$ cat src/rtl/fifo_word_packer.sv
// Packs bytes from an upstream 1-cycle-latency FIFO into 32-bit little-endian words.
// A partial word is emitted on flush or after TIMEOUT idle cycles.
module fifo_word_packer #(
  parameter int unsigned TIMEOUT = 16
) (
  input  logic        clk,
  input  logic        rst_n,
  input  logic        fifo_empty,
  output logic        fifo_rd_en,
  input  logic [7:0]  fifo_dout,
  input  logic        flush,
  output logic        word_valid,
  input  logic        word_ready,
  output logic [31:0] word_data,
  output logic [3:0]  word_be
);

  localparam int unsigned TW = (TIMEOUT < 2) ? 1 : $clog2(TIMEOUT + 1);
  localparam logic [TW-1:0] TMAX = TW'(TIMEOUT);

  typedef enum logic {FILL = 1'b0, EMIT = 1'b1} state_t;

  state_t        r_state;
  state_t        w_state_nxt;
  logic [2:0]    r_cnt;
  logic          r_pend;
  logic          r_flush_req;
  logic [TW-1:0] r_timer;
  logic [31:0]   r_data;
  logic [3:0]    r_be;

  logic [2:0]    w_fill_lvl;
  logic          w_flush_hit;
  logic          w_timeout;
  logic          w_emit_req;
  logic          w_rd_en;

  // Lanes committed plus the byte still in flight from the FIFO.
  assign w_fill_lvl  = r_cnt + 3'(r_pend);
  assign w_flush_hit = (r_state == FILL) && (r_flush_req || (flush && (w_fill_lvl != 3'd0)));
  assign w_timeout   = (TIMEOUT != 0) && (r_state == FILL) && (r_cnt != 3'd0) && (r_timer == TMAX);
  assign w_emit_req  = w_flush_hit || w_timeout;
  assign w_rd_en     = rst_n && (r_state == FILL) && !fifo_empty &&
                       (w_fill_lvl < 3'd4) && !w_emit_req;

  assign fifo_rd_en  = w_rd_en;
  assign word_valid  = (r_state == EMIT);
  assign word_data   = r_data;
  assign word_be     = r_be;

  // State register.
  always_ff @(posedge clk or negedge rst_n) begin
    if (!rst_n) begin
      r_state <= FILL;
    end else begin
      r_state <= w_state_nxt;
    end
  end

  // Next state: full word, or a requested/timed-out emit once nothing is in flight.
  always_comb begin
    w_state_nxt = r_state;
    unique case (r_state)
      FILL: begin
        if ((w_fill_lvl == 3'd4) || (w_emit_req && !r_pend && (r_cnt != 3'd0))) begin
          w_state_nxt = EMIT;
        end
      end
      EMIT: begin
        if (word_ready) begin
          w_state_nxt = FILL;
        end
      end
      default: w_state_nxt = FILL;
    endcase
  end

  // Datapath: byte capture, flush latch and idle timer.
  always_ff @(posedge clk or negedge rst_n) begin
    if (!rst_n) begin
      r_cnt       <= 3'd0;
      r_pend      <= 1'b0;
      r_flush_req <= 1'b0;
      r_timer     <= '0;
      r_data      <= 32'd0;
      r_be        <= 4'd0;
    end else begin
      r_pend      <= w_rd_en;
      r_flush_req <= (w_state_nxt == FILL) && w_flush_hit;
      if (r_state == EMIT) begin
        if (word_ready) begin
          r_cnt   <= 3'd0;
          r_timer <= '0;
          r_data  <= 32'd0;
          r_be    <= 4'd0;
        end
      end else if (r_pend) begin
        r_data[{r_cnt[1:0], 3'b000} +: 8] <= fifo_dout;
        r_be[r_cnt[1:0]]                  <= 1'b1;
        r_cnt                             <= r_cnt + 3'd1;
        r_timer                           <= '0;
      end else if ((r_cnt != 3'd0) && (r_timer != TMAX)) begin
        r_timer <= r_timer + TW'(1);
      end
    end
  end

endmodule

$ cat config.mk
export PLATFORM = sky130hd
export DESIGN_NAME = fifo_word_packer
export DESIGN_NICKNAME = d
export VERILOG_FILES = /design/src/rtl/fifo_word_packer.sv
export SDC_FILE = /design/constraint.sdc
export NUM_CORES = 1
export LEC_CHECK = 0
export ABC_AREA = 1
export CAP_MARGIN = 30
export CORE_ASPECT_RATIO = 1.5
export CORE_MARGIN = 5
export CORE_UTILIZATION = 56
export DETAILED_ROUTE_END_ITERATION = 16
export DONT_BUFFER_PORTS = 1
export PLACE_DENSITY = 0.68
export SETUP_SLACK_MARGIN = 0.5
export SYNTH_ARGS = -nofsm -noshare
export SYNTH_HDL_FRONTEND = slang
export SYNTH_SLANG_ARGS = --single-unit
export TNS_END_PERCENT = 30
$ cat constraint.sdc
create_clock -name clk -period 2.4 [get_ports clk]
set_input_delay 0.36 -clock clk [delete_from_list [all_inputs] [get_ports clk]]
set_output_delay 0.36 -clock clk [all_outputs]
set_load 0.005 [all_outputs]
---- Word-level counts from Yosys, hierarchy flattened ----
Index checks and enable logic that the tools add are counted.
storage, ports and cells
  register bits ........................... 47
  bits in latches ......................... 0
  RAM bits ................................ 0
  ROM bits ................................ 0
  input bits .............................. 13
  output and inout bits ................... 38
  logic and storage cells ................. 67
  memories kept ........................... 0
operators by class
  add/subtract/negate cells ............... 4
  $mul .................................... 0
  div/mod/pow operators ................... 0
  $lt $le $gt $ge ......................... 3
  eq/ne operators ......................... 4
  shift operators ......................... 2
  muxes and demuxes ....................... 19
  bitwise logic cells ..................... 3
  reductions and logical operators ........ 25
operator list
  kind                    count
  $mux 32                 3
  $bwmux 32               1
  $shift 8x7->32 const A  1
  $shiftx 8x7->32         1
  $mux 5                  4
  $logic_and 1x1->1       13
  $mux 4                  3
  $mux 3                  3
  $reduce_bool 3->1       3
  $neg 5->7               1
  $add 5x1->5 const B     1
  $eq 5x5->1 const B      1
  $ne 5x5->1 const B      1
  $or 4x4->4              1
  $reduce_and 2->1        2
  $add 3x1->3             1
  $add 3x1->3 const B     1
  $eq 3x3->1 const B      1
  $logic_not 1->1         3
  $logic_or 1x1->1        3
  $lt 2x3->1 const B      1
  $lt 3x3->1 const B      1
  $mux 1                  3
  $demux 1 s2             1
  5 further kinds         6

---- Depth between registers and ports, before layout ----
  depth after elaboration ................. 13
  gate-level depth with buffers ........... 10
  depth with buffers taken out ............ 10

---- Least setup slack after synthesis ----
Ideal clock, no wire load.
  kind .................................... register to register
  from .................................... reg r_cnt[0]
  to ...................................... reg r_data[14], in the netlist word_data[14]
  setup time .............................. 0.066 ns
  arrival time ............................ 1.653 ns
  required time ........................... 2.334 ns
  slack ................................... 0.681 ns
  cell stages (with the launch flop) ...... 9
  buffers on the path ..................... 2
  period minus slack after synthesis ...... 1.719 ns
  cell sequence ........................... dfrtp_1 buf_2 inv_1 ha_1 inv_1 clkbuf_1 nand3_1 nand3b_1 nand2_1
on the way
  cells in the longest elaborated chain, start to end .. 5
  elaborated cells between the ends (all ways) .. 6
  those cells by class .................... add/sub: 1; shift: 2; mux: 3
ends and longest elaborated chain
  item                                                      line  RTL
  start, declared                                           25    logic [2:0] r_cnt;
  start signal, assigned                                    100   r_cnt <= r_cnt + 3'd1;
  $neg 5->7 (*)                                             98    r_data[{r_cnt[1:0], 3'b000} +: 8] <= fifo_dout;
  $shiftx 8x7->32 / $shift 8x7->32 (equally long branches)  98
  $bwmux 32 (*)                                             98
  $mux 32 (*)                                               97    end else if (r_pend) begin
  $mux 32 (*)                                               90    if (r_state == EMIT) begin
  end signal, assigned by index                             98
  end, declared                                             29    logic [31:0] r_data;
Every way passes the cells marked *; elsewhere a longest branch is shown, timed or not. The select of a mux whose other input is x is not followed.
A chain may end at the register's enable or synchronous reset.

---- Worst setup path after layout ----
  from .................................... reg r_cnt[0]
  to ...................................... out fifo_rd_en
on the way
  cells in the longest elaborated chain, start to end .. 8
  elaborated cells between the ends (all ways) .. 13
  those cells by class .................... add/sub: 1; order compare: 1; reduce/logical: 11
ends and longest elaborated chain
  item                   line  RTL
  $add 3x1->3            39    assign w_fill_lvl = r_cnt + 3'(r_pend);
  $reduce_bool 3->1      40    assign w_flush_hit = (r_state == FILL) && (r_flush_req || (flush && (w_fill_lvl != 3'd0)));
  $logic_and 1x1->1      40
  $logic_or 1x1->1       40
  $logic_and 1x1->1      40
  $logic_or 1x1->1       42    assign w_emit_req = w_flush_hit || w_timeout;
  $logic_not 1->1        44    (w_fill_lvl < 3'd4) && !w_emit_req;
  $logic_and 1x1->1 (*)  44
  end, declared          9     output logic fifo_rd_en,
Every way passes the cells marked *; elsewhere a longest branch is shown, timed or not.

==> results.sh <==
export IMPL_ys_seq_area_frac=0.5139
export IMPL_cp_required_ns=2.04
export IMPL_cts_root_buf="clkbuf_8"
export IMPL_hold_violations=0
export IMPL_via_per_inst=5.585
export IMPL_max_freq_ghz=0.4997
export IMPL_reg2reg_from="r_cnt[0]$_DFFE_PN0P_"
export IMPL_hold_end="word_data[7]$_DFFE_PN0P_"
export IMPL_p_per_area_nw_per_um2=1059
export IMPL_arrival_ns=1.64
export IMPL_worst_r2r_cell_count=11
export IMPL_fill_cells=335
export IMPL_areaGrowthSynthToFinish_pct=14.38
export IMPL_grt_first_pass_wirelength_um=9121
export IMPL_cp_start_kind="flip-flop"
export IMPL_rsz0062_at_grt="true"
export IMPL_insertedDiodeCount=0
export IMPL_num_io_pins=51
export IMPL_drv_slew=0
export IMPL_grt_pass1_vias=1879
export IMPL_min_path_cells=2
export IMPL_worstMarginPinSlew_ns=0.5136
export IMPL_avgSynthCellArea_sq_um=9.010
export IMPL_insertion_delay_ns=0.30
export IMPL_drv_cap=0
export IMPL_relSlewSlack=0.6576
export IMPL_die_w_um=62.20
export IMPL_dieArea_sq_um=5492
export IMPL_hpwl_um=3730
export IMPL_min_period_over_period=0.8339
export IMPL_fin_skew_ns=0.008916
export IMPL_clk_pin_slew_worst_paths_ns=0.08
export IMPL_place_ws_ns=0.4247
export IMPL_place_inst=293
export IMPL_h_tree_depth=2
export IMPL_vias=1748
export IMPL_status="finished clean"
export IMPL_hp_start="fifo_dout[7]"
export IMPL_layout_commonest_cell="dfrtp_1"
export IMPL_crit_path_end_kind="output port"
export IMPL_grt_usage=0.2136
export IMPL_yosys_warnings=0
export IMPL_syn_area_sq_um=2288
export IMPL_ys_ff_latch=47
export IMPL_clk_path_buf_depth=2
export IMPL_detail_route_wl_per_cell_um=17.19
export IMPL_setup_ws_ns=0.3987
export IMPL_routed_wl_um=5381
export IMPL_critPathMaxFanout=6
export IMPL_grt_max_degree=48
export IMPL_antenna_found_initial=0
export IMPL_final_layout_size_suffix_gt1_frac=0.1679
export IMPL_dr_pass1_iters=4
export IMPL_grt_ovfl_total=0
export IMPL_start_util=0.5781
export IMPL_coreArea_sq_um=3959
export IMPL_ant_nets=0
export IMPL_p_leak_nw=1.302
export IMPL_yosys_cell_types_count=27
export IMPL_hold_class="in2reg"
export IMPL_fin_cells=313
export IMPL_crit_reg2reg_capture="r_flush_req$_DFF_PN0_"
export IMPL_post_route_min_period_ns=2.001
export IMPL_port_buffer_count=0
export IMPL_final_cell_mix="43 x dfrtp_1, 35 x nand3_1, 34 x nand2_1"
export IMPL_die_h_um=88.30
export IMPL_rrSetupSlack_ns=0.49
export IMPL_rows=28
export IMPL_drtIter0Drc=74
export IMPL_numCtsBuffers=5
export IMPL_setup_violations=0
export IMPL_cts_tree="yes"
export IMPL_setup_total_negative_slack_ns=0
export IMPL_fin_util=0.6612
export IMPL_synth_fp_nets=276
export IMPL_nets=289
export IMPL_cts_sink_count=47
export IMPL_routabilityCongestion=0.8223
export IMPL_synthCells=254
export IMPL_critical_path_class="reg2out"
export IMPL_ir_drop_uv=783.8
export IMPL_remaining_drc_errors=0
[power by group]
group          internal, mW  switching [mW]
Clock                 0.263           0.252
Combinational         0.465           0.705
Sequential            0.930           0.157
[cell families (layout without fill, tap and decap cells)]
family / Yosys count / in the layout / synth area share
fa+ha+maj: 9 / 9 / 0.04921
flops: 47 / 47 / 0.5139
simple gates: 120 / 120 / 0.2723
xor+xnor: 1 / 1 / 0.003828
compound gates: 37 / 37 / 0.08584
buf+inv: 40 / 54 / 0.07491
[critical path, cell delays in order, from the launching register on]
cell and delay (ns):
dfrtp_2 0.44, buf_4 0.15, inv_2 0.12, ha_4 0.19, nand2_1 0.09, nand3_1 0.12
nand3_2 0.12, nor2_4 0.11
[synth_stat cells]
master / count / area (sq um)
inv_4: 1 / 6.260
nand2_1: 37 / 138.9
buf_6: 1 / 11.26
and2_1: 1 / 6.260
nand4_1: 9 / 56.30
inv_1: 31 / 116.4
ha_1: 9 / 112.6
o22ai_1: 6 / 37.54
o21ai_0: 19 / 95.09
nand2_4: 4 / 45.04
nand3b_1: 7 / 52.55
a21oi_1: 8 / 40.04
nor2_1: 18 / 67.56
buf_2: 2 / 10.01
dfrtp_1: 47 / 1176
o21ai_1: 3 / 15.01
a21oi_2: 1 / 8.760
inv_2: 1 / 3.750
nor3_1: 4 / 20.02
inv_6: 1 / 8.760
xor2_1: 1 / 8.760
buf_4: 1 / 7.510
nor2_4: 1 / 11.26
nand3_1: 37 / 185.2
nor2_8: 1 / 20.02
nand2_8: 1 / 20.02
clkbuf_1: 2 / 7.510
[timing repair]
action                                  in CTS  in global routing
pin swaps                                    5                  5
setup buffers                                8                  2
endpoints found under the setup margin      23                  8
hold endpoints to repair                    47                  0
hold buffers                                 2                  0
resized for setup                           15                  8
[final cells by class]
cell class	instances	area [sq um]	area share
clock buffer	8	100.1	0.03824
inverter	34	135.1	0.05163
multi-input combinational	167	1032	0.3944
sequential	47	1181	0.4512
tap	45	56.30	0.02151
timing repair buffer	12	112.6	0.04302
[worst max-delay path by stage]
stage | cells after the start | slack (ns) | startpoint | end
after global routing | 7 | 0.31 | r_cnt[0]$_DFFE_PN0P_ | fifo_rd_en
after global placement | 7 | 0.47 | r_cnt[0]$_DFFE_PN0P_ | fifo_rd_en
final | 7 | 0.40 | r_cnt[0]$_DFFE_PN0P_ | fifo_rd_en
after CTS | 7 | 0.45 | r_cnt[0]$_DFFE_PN0P_ | fifo_rd_en
after floorplan | 8 | 0.68 | r_cnt[0]$_DFFE_PN0P_ | word_data[14]$_DFFE_PN0P_
after detailed placement | 7 | 0.42 | r_cnt[0]$_DFFE_PN0P_ | fifo_rd_en
[layer usage]
layer | track usage | routed length (um)
met1 | 0.2257 | 2011
met2 | 0.3896 | 2912
met3 | 0.06353 | 323
met4 | 0.09665 | 134
met5 | 0 | 0
[state kept, by name, summed over array words and instances (netlist names)]
register     cells
word_data       32
word_be          4
r_flush_req      1
r_cnt            3
r_pend           1
r_timer          5
word_valid       1
[metrics by stage]
| stage | hold WS (ns) | power [mW] | cell area [sq um] |
|---|---|---|---|
| global placement | 0.06604 | 1.911 | 2308 |
| floorplan | 0.06441 | 1.762 | 2288 |
| CTS | 0.1952 | 2.700 | 2572 |
| detailed placement | 0.06579 | 1.927 | 2308 |
| global route | 0.1828 | 2.988 | 2618 |
| finish | 0.1984 | 2.772 | 2618 |
Note: power is estimated with default switching activity, not from simulation.
